===== config.mk =====
export PLATFORM = sky130hd
export DESIGN_NAME = cjb_8bit_sl_seq_unit_v
export DESIGN_NICKNAME = d
export VERILOG_FILES = /design/src/rtl/cjb_8bit_sl_seq_unit_v_pkg.sv /design/src/rtl/cjb_sl_step_v.sv /design/src/rtl/cjb_8bit_sl_seq_unit_v.sv
export SDC_FILE = /design/constraint.sdc
export NUM_CORES = 1
export LEC_CHECK = 0
export ABC_AREA = 1
export CAP_MARGIN = 20
export CORE_MARGIN = 2
export CORE_UTILIZATION = 50
export DETAILED_ROUTE_END_ITERATION = 6
export PLACE_DENSITY = 0.89
export RECOVER_POWER = 100
export SYNTH_ARGS = -nofsm -noshare
export SYNTH_HDL_FRONTEND = slang
export SYNTH_SLANG_ARGS = --single-unit

===== constraint.sdc =====
create_clock -name Clock -period 1.8 [get_ports Clock]
set_clock_uncertainty 0.1 [all_clocks]
set_input_delay 0.18 -clock Clock [delete_from_list [all_inputs] [get_ports Clock]]
set_output_delay 0.18 -clock Clock [all_outputs]
set_load 0.05 [all_outputs]

===== src/rtl/cjb_8bit_sl_seq_unit_v_pkg.sv =====
// Shared definitions for the sequential shift-left/rotate-left unit:
// operation encodings, FSM state encodings, CNVZ flag bit positions and
// a helper that packs the status nibble in ALU flag order.
package cjb_8bit_sl_seq_unit_v_pkg;

  localparam int SL_DATA_W = 8;
  localparam int SL_K_W    = 3;

  typedef enum logic [1:0] {
    SL_SHL  = 2'b00,
    SL_ROL  = 2'b01,
    SL_RLC  = 2'b10,
    SL_PASS = 2'b11
  } sl_func_e;

  typedef enum logic [1:0] {
    ST_IDLE  = 2'b00,
    ST_LOAD  = 2'b01,
    ST_SHIFT = 2'b10,
    ST_DONE  = 2'b11
  } sl_state_e;

  localparam int CNVZ_C = 3;
  localparam int CNVZ_N = 2;
  localparam int CNVZ_V = 1;
  localparam int CNVZ_Z = 0;

  // Build {C,N,V,Z} from the final carry, result and sticky overflow.
  function automatic logic [3:0] make_cnvz(input logic c,
                                           input logic [SL_DATA_W-1:0] res,
                                           input logic v);
    logic [3:0] f;
    f         = '0;
    f[CNVZ_C] = c;
    f[CNVZ_N] = res[SL_DATA_W-1];
    f[CNVZ_V] = v;
    f[CNVZ_Z] = ~|res;
    return f;
  endfunction

endpackage


===== src/rtl/cjb_sl_step_v.sv =====
// Combinational single-position left step: shift, rotate or rotate
// through carry. Also reports whether bit 7 changed across the step.
module cjb_sl_step_v
  import cjb_8bit_sl_seq_unit_v_pkg::*;
(
  input  logic [SL_DATA_W-1:0] acc,
  input  logic                 c,
  input  sl_func_e             func,
  output logic [SL_DATA_W-1:0] acc_nxt,
  output logic                 c_nxt,
  output logic                 sign_chg
);

  // One step of the selected left operation; pass holds the value.
  always_comb begin
    acc_nxt = acc;
    c_nxt   = c;
    case (func)
      SL_SHL: begin
        c_nxt   = acc[SL_DATA_W-1];
        acc_nxt = {acc[SL_DATA_W-2:0], 1'b0};
      end
      SL_ROL: begin
        c_nxt   = acc[SL_DATA_W-1];
        acc_nxt = {acc[SL_DATA_W-2:0], acc[SL_DATA_W-1]};
      end
      SL_RLC: begin
        c_nxt   = acc[SL_DATA_W-1];
        acc_nxt = {acc[SL_DATA_W-2:0], c};
      end
      default: begin
        acc_nxt = acc;
        c_nxt   = c;
      end
    endcase
    sign_chg = acc[SL_DATA_W-1] ^ acc_nxt[SL_DATA_W-1];
  end

endmodule


===== src/rtl/cjb_8bit_sl_seq_unit_v.sv =====
// Sequential 8-bit shift-left / rotate-left / rotate-through-carry unit,
// one bit per clock under a Start/Done handshake. The result and CNVZ
// nibble are registered and only change in the DONE cycle.
// Optional feature macro: CJB_SL_ABORT_EN adds the Abort input, which
// cancels an operation in LOAD or SHIFT without a Done pulse.
// Handshake: Start is sampled only in IDLE; Busy is high in LOAD, SHIFT
// and DONE; Done is a one-cycle pulse in the DONE state, from which
// SL_Result/SL_CNVZ are valid and held until the next Done.
module cjb_8bit_sl_seq_unit_v
  import cjb_8bit_sl_seq_unit_v_pkg::*;
(
  input  logic                 Clock,
  input  logic                 Resetn,
  input  logic                 Start,
  input  logic [1:0]           Func_Sel,
  input  logic [SL_DATA_W-1:0] Operand_X,
  input  logic [SL_DATA_W-1:0] Operand_Y,
  input  logic [SL_K_W-1:0]    Const_K,
  input  logic                 cin,
`ifdef CJB_SL_ABORT_EN
  input  logic                 Abort,
`endif
  output logic                 Busy,
  output logic                 Done,
  output logic [SL_DATA_W-1:0] SL_Result,
  output logic [3:0]           SL_CNVZ,
  output logic [1:0]           dbg_state
);

  localparam logic [SL_K_W-1:0] K_ONE = SL_K_W'(1);

  sl_state_e             state;
  sl_func_e              func_q;
  sl_func_e              func_in;
  logic [SL_DATA_W-1:0]  acc_q;
  logic                  c_q;
  logic                  v_q;
  logic [SL_K_W-1:0]     cnt_q;

  logic [SL_DATA_W-1:0]  acc_nxt;
  logic                  c_nxt;
  logic                  sign_chg;
  logic                  v_nxt;
  logic [SL_DATA_W-1:0]  direct_res;
  logic                  abort_hit;

  assign dbg_state = state;
  assign func_in   = sl_func_e'(Func_Sel);

  cjb_sl_step_v u_step (
    .acc      (acc_q),
    .c        (c_q),
    .func     (func_q),
    .acc_nxt  (acc_nxt),
    .c_nxt    (c_nxt),
    .sign_chg (sign_chg)
  );

  // Overflow is a sticky bit-7 change, meaningful only for plain shift.
  assign v_nxt = (func_q == SL_SHL) & (v_q | sign_chg);

  // Result when no stepping is needed: K=0 returns X, pass returns Y.
  always_comb begin
    direct_res = Operand_X;
    if (func_in == SL_PASS) direct_res = Operand_Y;
  end

  // Abort request, tied off when the feature is not built.
  always_comb begin
`ifdef CJB_SL_ABORT_EN
    abort_hit = Abort;
`else
    abort_hit = 1'b0;
`endif
  end

  // Control FSM, step counter, working registers and registered outputs.
  always_ff @(posedge Clock or negedge Resetn) begin
    if (!Resetn) begin
      state     <= ST_IDLE;
      Busy      <= 1'b0;
      Done      <= 1'b0;
      SL_Result <= '0;
      SL_CNVZ   <= '0;
      acc_q     <= '0;
      c_q       <= 1'b0;
      v_q       <= 1'b0;
      func_q    <= SL_SHL;
      cnt_q     <= '0;
    end else begin
      case (state)
        ST_IDLE: begin
          Done <= 1'b0;
          if (Start) begin
            state <= ST_LOAD;
            Busy  <= 1'b1;
          end
        end
        ST_LOAD: begin
          if (abort_hit) begin
            state <= ST_IDLE;
            Busy  <= 1'b0;
          end else begin
            acc_q  <= Operand_X;
            c_q    <= cin;
            v_q    <= 1'b0;
            func_q <= func_in;
            cnt_q  <= Const_K;
            if ((Const_K != '0) && (func_in != SL_PASS)) begin
              state <= ST_SHIFT;
            end else begin
              state     <= ST_DONE;
              Done      <= 1'b1;
              SL_Result <= direct_res;
              SL_CNVZ   <= make_cnvz(cin, direct_res, 1'b0);
            end
          end
        end
        ST_SHIFT: begin
          if (abort_hit) begin
            state <= ST_IDLE;
            Busy  <= 1'b0;
          end else begin
            acc_q <= acc_nxt;
            c_q   <= c_nxt;
            v_q   <= v_nxt;
            cnt_q <= cnt_q - K_ONE;
            if (cnt_q == K_ONE) begin
              state     <= ST_DONE;
              Done      <= 1'b1;
              SL_Result <= acc_nxt;
              SL_CNVZ   <= make_cnvz(c_nxt, acc_nxt, v_nxt);
            end
          end
        end
        ST_DONE: begin
          Done  <= 1'b0;
          Busy  <= 1'b0;
          state <= ST_IDLE;
        end
        default: begin
          Done  <= 1'b0;
          Busy  <= 1'b0;
          state <= ST_IDLE;
        end
      endcase
    end
  end

endmodule


==> qor_table.md <==
| Group | Quantity | Value |
| --- | --- | --- |
| status | Status | finished, final reports clean |
| place | DPL Wire Length | 3490 µm |
| die | Chip width | 65.3 µm |
| synthesis | Top FF cell, synth | dfrtp_1 |
| place | Worst setup timing slack at the placement stage | 65.2 ps |
| grt | Sum of overflow across all layers after global routing | 0 |
| synthesis | Library cells used by synthesis | 24 |
| grt | Number of antenna violations at the first check in global routing | 0 |
| setup path | Kind of critical path | reg -> out |
| setup path | CP endpoint kind | output pin |
| timing | Tmin final | 1740 ps |
| synthesis | Multiplexer fraction of the synthesized cell area | 0% |
| die | Initial Util | 51.7% |
| timing | Final setup violation count | 0 |
| setup path | Max incr delay on CP | 800 ps |
| synthesis | Synthesized area divided by synthesized cell count | 7.17 µm² |
| setup path | Buf+Inv Stages, Crit Path | 1 |
| cts | Clock buffers created by TritonCTS | 5 |
| job | Max-capacitance violation count | 0 |
| timing | Maximum frequency from static timing analysis | 575 MHz |
| cts | Resize count post-CTS | 0 |
| timing | Final total negative setup slack | 0 ps |
| synthesis | Synthesized netlist net count | 294 |
| layout | Non-filler instance count after layout | 358 |
| grt | Global-route wire length before repair | 8070 µm |
| layout | Finished Core Util | 64.5% |
| route | Wire per inst | 13.2 µm |
| die | Row count | 22 |
| synthesis | Main combinational cell family by area after synthesis | simple AND/OR/NAND/NOR gates |
| timing | Worst hold slack | 381 ps |
| cts | Post-CTS setup buffers | 0 |
| cts | Clock Tree Root | clkbuf_8 |
| route | DRT Pass-1 Iters | 4 |
| synthesis | FF+latch count, synth | 30 |
| power | Worst voltage drop across the vdd grid | 0.998 mV |
| route | Post-route antenna net violation count | 0 |
| setup path | Largest fanout on the critical path | 3 |
| die | Io pins | 41 |
| setup path | Critical path, cell by cell | clkdlybuf4s50_1 |
| setup path | Data arrival time of the worst path | 1460 ps |
| cts | Clock-pin slew on the worst setup and hold paths | 60 ps |
| timing | Setup repair after global routing missed its margin | false |
| die | Die H | 65.3 µm |
| timing | Tcrit/Tclk final | 96.6% |
| layout | NumNets Final | 342 |
| timing | Relative slew slack | 50.2% |
| synthesis | Compound-Gate Fraction of Synth Area | 15.5% |
| cts | Clock tree from TritonCTS | built |
| layout | Area Growth Syn to Fin | 24.7% |
| setup path | Data required, critical path | 1520 ps |
| grt | Number of global-route vias before repair | 1758 |
| synthesis | Warnings from Yosys | 0 |
| timing | Final critical-path setup slack | 61.5 ps |
| timing | Final-report max-slew violation count | 0 |
| setup path | Startpoint kind of the worst setup timing path | flop |
| layout | Share of final-layout standard cells stronger than drive strength 1 | 9.68% |
| die | Floorplan die area | 4260 µm² |
| setup path | Crit-path slowest cell | clkdlybuf4s50_1 |
| power | P_leak | 1.22 nW |
| synthesis | Fraction of registers with async set/reset | 100% |
| hold path | Type of the most critical hold path | in -> async |
| synthesis | Number of enable flip-flop cells after synthesis | 0 |
| timing | Hold violation total from the final report | 0 |
| route | Detailed-route via count | 1859 |
| place | Port Buf Inserts | 40 |
| synthesis | Synth Instances | 262 |
| setup path | Delay-heaviest family, CP | buffers and inverters |
| die | Core outline area | 3630 µm² |
| timing | Slew of the pin with the lowest slew margin | 747 ps |
| cts | Clk buf depth | 2 |
| route | Post-detailed-routing wire length | 4730 µm |
| grt | Global-route usage over all layers | 24.9% |
| cts | Hold bufs inserted after CTS | 0 |
| cts | Number of levels the H-tree was split into | 2 |
| route | Post-route DRC | 0 |
| route | Average via count per standard cell | 5.19 |
| place | RD Place Congestion | 0.911 |
| synthesis | Post-synthesis sequential area ratio | 40.0% |
| layout | Number of antenna diodes | 0 |
| synthesis | Simple-gate share of the synthesized area | 27.4% |
| cts | Clock insertion delay at the later pin of the skew report | 290 ps |
| route | DRC marker count from the first detailed-route iteration | 212 |
| grt | Largest net degree at the start of global routing | 31 |
| synthesis | Post-Synthesis Cell Area | 1880 µm² |
| power | PwrDens | 2080 nW/µm² |
| synthesis | Area share of fa/ha/maj cells after synthesis | 4.66% |
| synthesis | Post-Synth XOR/XNOR Area | 0% |
| place | Placed insts | 349 |
| cts | Number of sinks handled by clock tree synthesis | 30 |
[final cells by class]
class / instances / area [µm²]
tap: 48 / 60.1
multi-input combinational: 184 / 891
clock buffer: 7 / 76.3
inverter: 35 / 134
sequential: 30 / 752
timing repair buffer: 54 / 429
fill: 343 / 1290
[worst paths after layout]
path	startpoint	slack, ps	endpoint	depth (start not counted)
min in group Clock	SL_Result[1]$_DFFE_PN0P_	380	SL_Result[1]$_DFFE_PN0P_	2
max reg2reg	dbg_state[1]$_DFFE_PN0P_	120	SL_Result[0]$_DFFE_PN0P_	8
max	SL_CNVZ[2]$_DFFE_PN0P_	60	SL_CNVZ[2]	1
max in group asynchronous	Resetn	690	dbg_state[0]$_DFFE_PN0P_	2
min	Resetn	380	SL_Result[6]$_DFFE_PN0P_	2
min reg2reg	SL_Result[1]$_DFFE_PN0P_	380	SL_Result[1]$_DFFE_PN0P_	2
[placed cells by master, fill, tap and decap left out, types with 2 or more instances in the layout]
master | netlist | final
a21oi_1 | 13 | 13
a21oi_2 | 2 | 2
a22oi_1 | 7 | 7
buf_4 | 4 | 11
clkbuf_1 | 1 | 13
clkbuf_2 | 0 | 3
clkbuf_8 | 0 | 5
clkdlybuf4s50_1 | 0 | 28
dfrtp_1 | 30 | 29
ha_1 | 7 | 7
inv_1 | 32 | 30
inv_2 | 2 | 4
nand2_1 | 87 | 87
nand3_1 | 25 | 25
nor2_1 | 8 | 8
nor3_1 | 2 | 2
o21ai_0 | 25 | 26
o21ai_1 | 2 | 2
[registers in the layout, indices dropped and copies added, names as in the netlist]
| name | count |
|---|---|
| func_q | 2 |
| acc_q | 8 |
| dbg_state | 2 |
| cnt_q | 3 |
| SL_Result | 7 |
| Busy | 1 |
| SL_CNVZ | 4 |
| Done | 1 |
| c_q | 1 |
| v_q | 1 |
[layer usage]
layer	up-vias	global-route usage, %	routed length, µm
li1	932	-	-
met1	841	33.1	2070
met2	70	38.5	2210
met3	16	5.31	278
met4	0	12.8	168
met5	-	0	0
[cell usage after synthesis, types with 2 or more instances]
cell | number | share of area [%]
inv_1 | 32 | 6.4
a22oi_1 | 7 | 2.8
buf_6 | 4 | 2.4
dfrtp_1 | 30 | 40
a21oi_2 | 2 | 0.93
nand2_1 | 87 | 17
buf_2 | 4 | 1.1
ha_1 | 7 | 4.7
buf_4 | 4 | 1.6
o21ai_0 | 25 | 6.7
inv_2 | 2 | 0.40
nor3_1 | 2 | 0.53
o21ai_1 | 2 | 0.53
nor2_1 | 8 | 1.6
a21oi_1 | 13 | 3.5
nand3_1 | 25 | 6.7
[cells by family after synthesis]
kind of cell	Yosys count
AND/OR/NAND/NOR	125
flip-flops	30
AO/OA/AOI/OAI	52
adder cells (fa/ha/maj)	7
buffers and inverters	48
[where the power goes]
part	internal, W	total (W)	leakage [nW]	switching (W)
combinational	0.000974	0.00312	0.820	0.00214
clock	0.000265	0.000511	0.0383	0.000246
sequential	0.00104	0.00125	0.361	0.000211
[through the flow]
| stage | area [µm²] | total power, W |
|---|---|---|
| after floorplan | 1880 | 0.00360 |
| after global placement | 2300 | 0.00430 |
| after detailed placement | 2300 | 0.00444 |
| after CTS | 2380 | 0.00496 |
| after global routing | 2340 | 0.00533 |
| final | 2340 | 0.00488 |
Note: power is estimated with default switching activity, not from simulation.
==> RTL edit 1 (same flow settings) <==
The option `CJB_SL_ABORT_EN` is turned on by a define.
--- a/src/rtl/cjb_8bit_sl_seq_unit_v.sv
+++ b/src/rtl/cjb_8bit_sl_seq_unit_v.sv
@@ -6,6 +6,8 @@
 // Handshake: Start is sampled only in IDLE; Busy is high in LOAD, SHIFT
 // and DONE; Done is a one-cycle pulse in the DONE state, from which
 // SL_Result/SL_CNVZ are valid and held until the next Done.
+`define CJB_SL_ABORT_EN
+
 module cjb_8bit_sl_seq_unit_v
   import cjb_8bit_sl_seq_unit_v_pkg::*;
 (
Ports: changed (added Abort); port bits go from 41 to 42. No check against the original RTL was run, so the function may have changed too.
==> RTL edit 1 against the original RTL <==
- first-iteration DRC count down 7.5%
- sequential share of layout area down 1.9 points
- total power is 12% lower
- area after synthesis grew 1.0%
- die area is 0.94% higher
- routed wire length up 5.0%
- final area rose by 6.5%
- worst setup slack worse by 5.8 ps
- sequential cell count unchanged
- critical path type unchanged
- critical endpoint unchanged
- largest cell class unchanged
- largest power group unchanged
- highest routed layer unchanged
==> RTL edit 1: results (changes against the original RTL) <==
status=finished clean (unchanged); Final non-clock buffer share=19.81% (was 18.32%); FF+latch count=30 (unchanged); layout cells sized above 1=13.92% (was 9.677%); max_slew headroom=50.97% (was 50.19%); Synth Area in Compound Gates=14.51% (was 15.52%); fin crit share=96.91% (was 96.58%); Inverters excl. clock=37 (was 35); HP Class=reg2reg (was in2async); commonest cells in the netlist=nand2_1 (89), inv_1 (33), dfrtp_1 (30), o21ai_0 (26), nand3_1 (23) (was nand2_1 (87), inv_1 (32), dfrtp_1 (30), nand3_1 (25), o21ai_0 (25)); Clock-cell share=4.413% (was 3.259%); Synth Area in Adders=3.958% (was 4.664%); Area Overhead vs Synth=31.53% (was 24.72%); Unique masters post-synth=26 (was 24); vias per cell=5.324 (was 5.193); DP Area=2397 µm² (was 2305 µm²); Place WS=-13.27 ps (was 65.19 ps); Register Area=753.2 µm² (was 752.0 µm²); fillcell total=317 (was 343); Min Hold Slack=376.8 ps (was 381.1 ps); router iterations before antenna repair=5 (was 4); flop2flop setup slack=90 ps (was 120 ps); Routed wire per std cell=13.62 µm (was 13.20 µm); CLK BUF=8 (was 7); Leakage=1.273 nW (was 1.219 nW); sequential area share after synthesis=39.58% (was 39.97%); vias in the first global route=1990 (was 1758); Synth Area in XOR/XNOR=0.4617% (was 0%); final non-filler cell total=364 (was 358); Placer Congestion=0.9241 (was 0.9107); fraction of area in multi-input gates=37.46% (was 38.03%); reg-to-reg startpoint=dbg_state[0] (was dbg_state[1]); comb_multi_in=187 (was 184)
==> RTL edit 1: changes by cell type in the layout (fill, tap and decap cells not counted), moves of 5 or more <==
cell	change
clkbuf_1	-11
clkdlybuf4s50_1	+10
a21oi_1	-9
o21ai_2	+6
nand2_2	+5
==> RTL edit 1: power by group <==
group          switching, W  internal (W)
Clock              0.000246      0.000386
Combinational       0.00165      0.000842
Sequential         0.000189      0.000991
==> RTL edit 1: metal layers <==
metal | share of wire, % | vias up | GRT usage [%] | wire length, µm
li1 | - | 940 | - | -
met1 | 39 | 880 | 30.15 | 1931
met2 | 50 | 98 | 44.77 | 2487
met3 | 7.9 | 20 | 6.164 | 391
met4 | 3.0 | 0 | 13.28 | 148
met5 | 0 | - | 0 | 0
==> RTL edit 1: kinds of logic after synthesis <==
kind of cell,count (synthesis)
and+or+nand+nor,134
AOI/OAI and AO/OA,46
buffers and inverters,45
DFF,30
adders and majority gates,6
xor gates and xnor gates,1
==> RTL edit 2 (same flow settings) <==
Without the edit above. Register the output `Done` once more, cleared by the reset; this adds one clock of latency there. The other outputs are not delayed to match. Comments in the files are not updated.
--- a/src/rtl/cjb_8bit_sl_seq_unit_v.sv
+++ b/src/rtl/cjb_8bit_sl_seq_unit_v.sv
@@ -28,6 +28,8 @@
 );
 
   localparam logic [SL_K_W-1:0] K_ONE = SL_K_W'(1);
+
+  logic Done_s0;
 
   sl_state_e             state;
   sl_func_e              func_q;
@@ -79,7 +81,7 @@
     if (!Resetn) begin
       state     <= ST_IDLE;
       Busy      <= 1'b0;
-      Done      <= 1'b0;
+      Done_s0   <= 1'b0;
       SL_Result <= '0;
       SL_CNVZ   <= '0;
       acc_q     <= '0;
@@ -90,7 +92,7 @@
     end else begin
       case (state)
         ST_IDLE: begin
-          Done <= 1'b0;
+          Done_s0 <= 1'b0;
           if (Start) begin
             state <= ST_LOAD;
             Busy  <= 1'b1;
@@ -110,7 +112,7 @@
               state <= ST_SHIFT;
             end else begin
               state     <= ST_DONE;
-              Done      <= 1'b1;
+              Done_s0   <= 1'b1;
               SL_Result <= direct_res;
               SL_CNVZ   <= make_cnvz(cin, direct_res, 1'b0);
             end
@@ -127,19 +129,19 @@
             cnt_q <= cnt_q - K_ONE;
             if (cnt_q == K_ONE) begin
               state     <= ST_DONE;
-              Done      <= 1'b1;
+              Done_s0   <= 1'b1;
               SL_Result <= acc_nxt;
               SL_CNVZ   <= make_cnvz(c_nxt, acc_nxt, v_nxt);
             end
           end
         end
         ST_DONE: begin
-          Done  <= 1'b0;
+          Done_s0 <= 1'b0;
           Busy  <= 1'b0;
           state <= ST_IDLE;
         end
         default: begin
-          Done  <= 1'b0;
+          Done_s0 <= 1'b0;
           Busy  <= 1'b0;
           state <= ST_IDLE;
         end
@@ -147,5 +149,13 @@
     end
   end
 
+  always_ff @(posedge Clock or negedge Resetn) begin
+    if (!Resetn) begin
+      Done <= '0;
+    end else begin
+      Done <= Done_s0;
+    end
+  end
+
 endmodule
 
Formal check against the unedited RTL: not equivalent (Yosys sat finds a counterexample within 4 cycles, from zero or initial values and one cycle with Resetn low).
==> RTL edit 2 against the original RTL <==
- final area increased by 1.1%
- final cell count decreased by 1.4%
- routed wire length increased by 0.53%
- count of clock-buffer cells in the layout increased by 1
- die area increased by 1.1%
- area after synthesis increased by 1.2%
- global-route usage decreased by 0.88 points
- total power decreased by 2.1%
- combinational power decreased by 9.0%
- worst setup slack improved by 38 ps
- sequential cell count increased by 1
- critical path type unchanged
==> RTL edit 2: results (changes against the original RTL) <==
Synth Area in Compound Gates=16.39% (was 15.52%); worst reg2reg path depth=7 (was 8); Register Area=778.2 µm² (was 752.0 µm²); CTS clk-pin slew, worst paths=60 ps (about the same); crit path max fanout=1 (was 3); Unique masters post-synth=27 (was 24); first-pass GRT wire length=7.893 mm (was 8.066 mm); Slowest-stage cell, CP=clkdlybuf4s50_1 (unchanged); arrival time worst endpoint=1420 ps (was 1460 ps); fillcell total=338 (was 343); Ys Warns=0 (unchanged); max_slew headroom=47.93% (was 50.19%); dpl hpwl=3.486 mm (was 3.492 mm); vias per cell=5.269 (was 5.193); Min Hold Slack=285.1 ps (was 381.1 ps); HP Class=reg2reg (was in2async); reg-to-reg startpoint=dbg_state[0] (was dbg_state[1]); vias in the first global route=1806 (was 1758); flop2flop setup slack=110 ps; Place WS=78.30 ps (was 65.19 ps); Synth Area in Adders=4.608% (was 4.664%); commonest cells in the netlist=nand2_1 (74), inv_1 (33), dfrtp_1 (31), nand3_1 (23), o21ai_0 (22) (was nand2_1 (87), inv_1 (32), dfrtp_1 (30), nand3_1 (25), o21ai_0 (25)); status=finished clean (unchanged); comb pwr=0.00284 W (was 0.00312 W); largest net degree at the start of global routing=32 (was 31); DP Area=2321 µm² (was 2305 µm²); Worst R2R End=dbg_state[0] (was SL_Result[0]); placed cells=345 (was 349); Total Nets Final=336 (was 342); total vias in the final route=1860 (was 1859); Synth Net Count=291 (was 294); Clk. pwr=0.000609 W (was 0.000511 W); Leakage=1.204 nW (was 1.219 nW); top post-synthesis cells by area=dfrtp_1 (41%), nand2_1 (15%), inv_1 (6.5%), nand3_1 (6.1%), o21ai_0 (5.8%) (was dfrtp_1 (40%), nand2_1 (17%), nand3_1 (6.7%), o21ai_0 (6.7%), inv_1 (6.4%)); peak supply drop=1220 µV (was 998.2 µV); Net Sw Frac=51.60% (was 53.32%); clock latency at the later pin of the worst-skew pair=290 ps (about the same); All-Layer GR Usage=24.06% (was 24.94%); hold_sp=Done_s0; Tmin final=1700 ps (was 1739 ps); Placer Congestion=0.9164 (was 0.9107); PD cells=2015 nW/µm² (was 2082 nW/µm²); sequential area share after synthesis=40.82% (was 39.97%); Synth Instances=259 (was 262); layout cells sized above 1=11.48% (was 9.677%); initial drt markers=177 (was 212); Routed wire per std cell=13.46 µm (was 13.20 µm)
==> RTL edit 2: metal layers <==
layer / wire [µm] / vias up / global-route usage (%)
met5: 0 / - / 0
met4: 137 / 0 / 11.46
met3: 271 / 15 / 6.507
met2: 2290 / 64 / 41.41
met1: 2050 / 862 / 27.44
li1: - / 919 / -
==> RTL edit 2: how the worst max path moves through the flow <==
| stage | endpoint | from | cells after the start |
|---|---|---|---|
| final | Done | Done | 1 |
| after global routing | cnt_q[0] | dbg_state[1] | 7 |
| after CTS | SL_CNVZ[2] | dbg_state[0] | 9 |
| after detailed placement | SL_CNVZ[2] | dbg_state[0] | 9 |
| after global placement | SL_CNVZ[2] | dbg_state[0] | 9 |
| after floorplan | SL_Result[2] | dbg_state[0] | 10 |
==> RTL edit 2: area by class of cell <==
class / instances / area share [%]
flip-flops and latches: 31 / 32.86
clock buffers: 8 / 4.226
inverters: 37 / 5.969
repair buffers: 50 / 16.80
well taps: 48 / 2.536
multi-input cells: 179 / 37.61
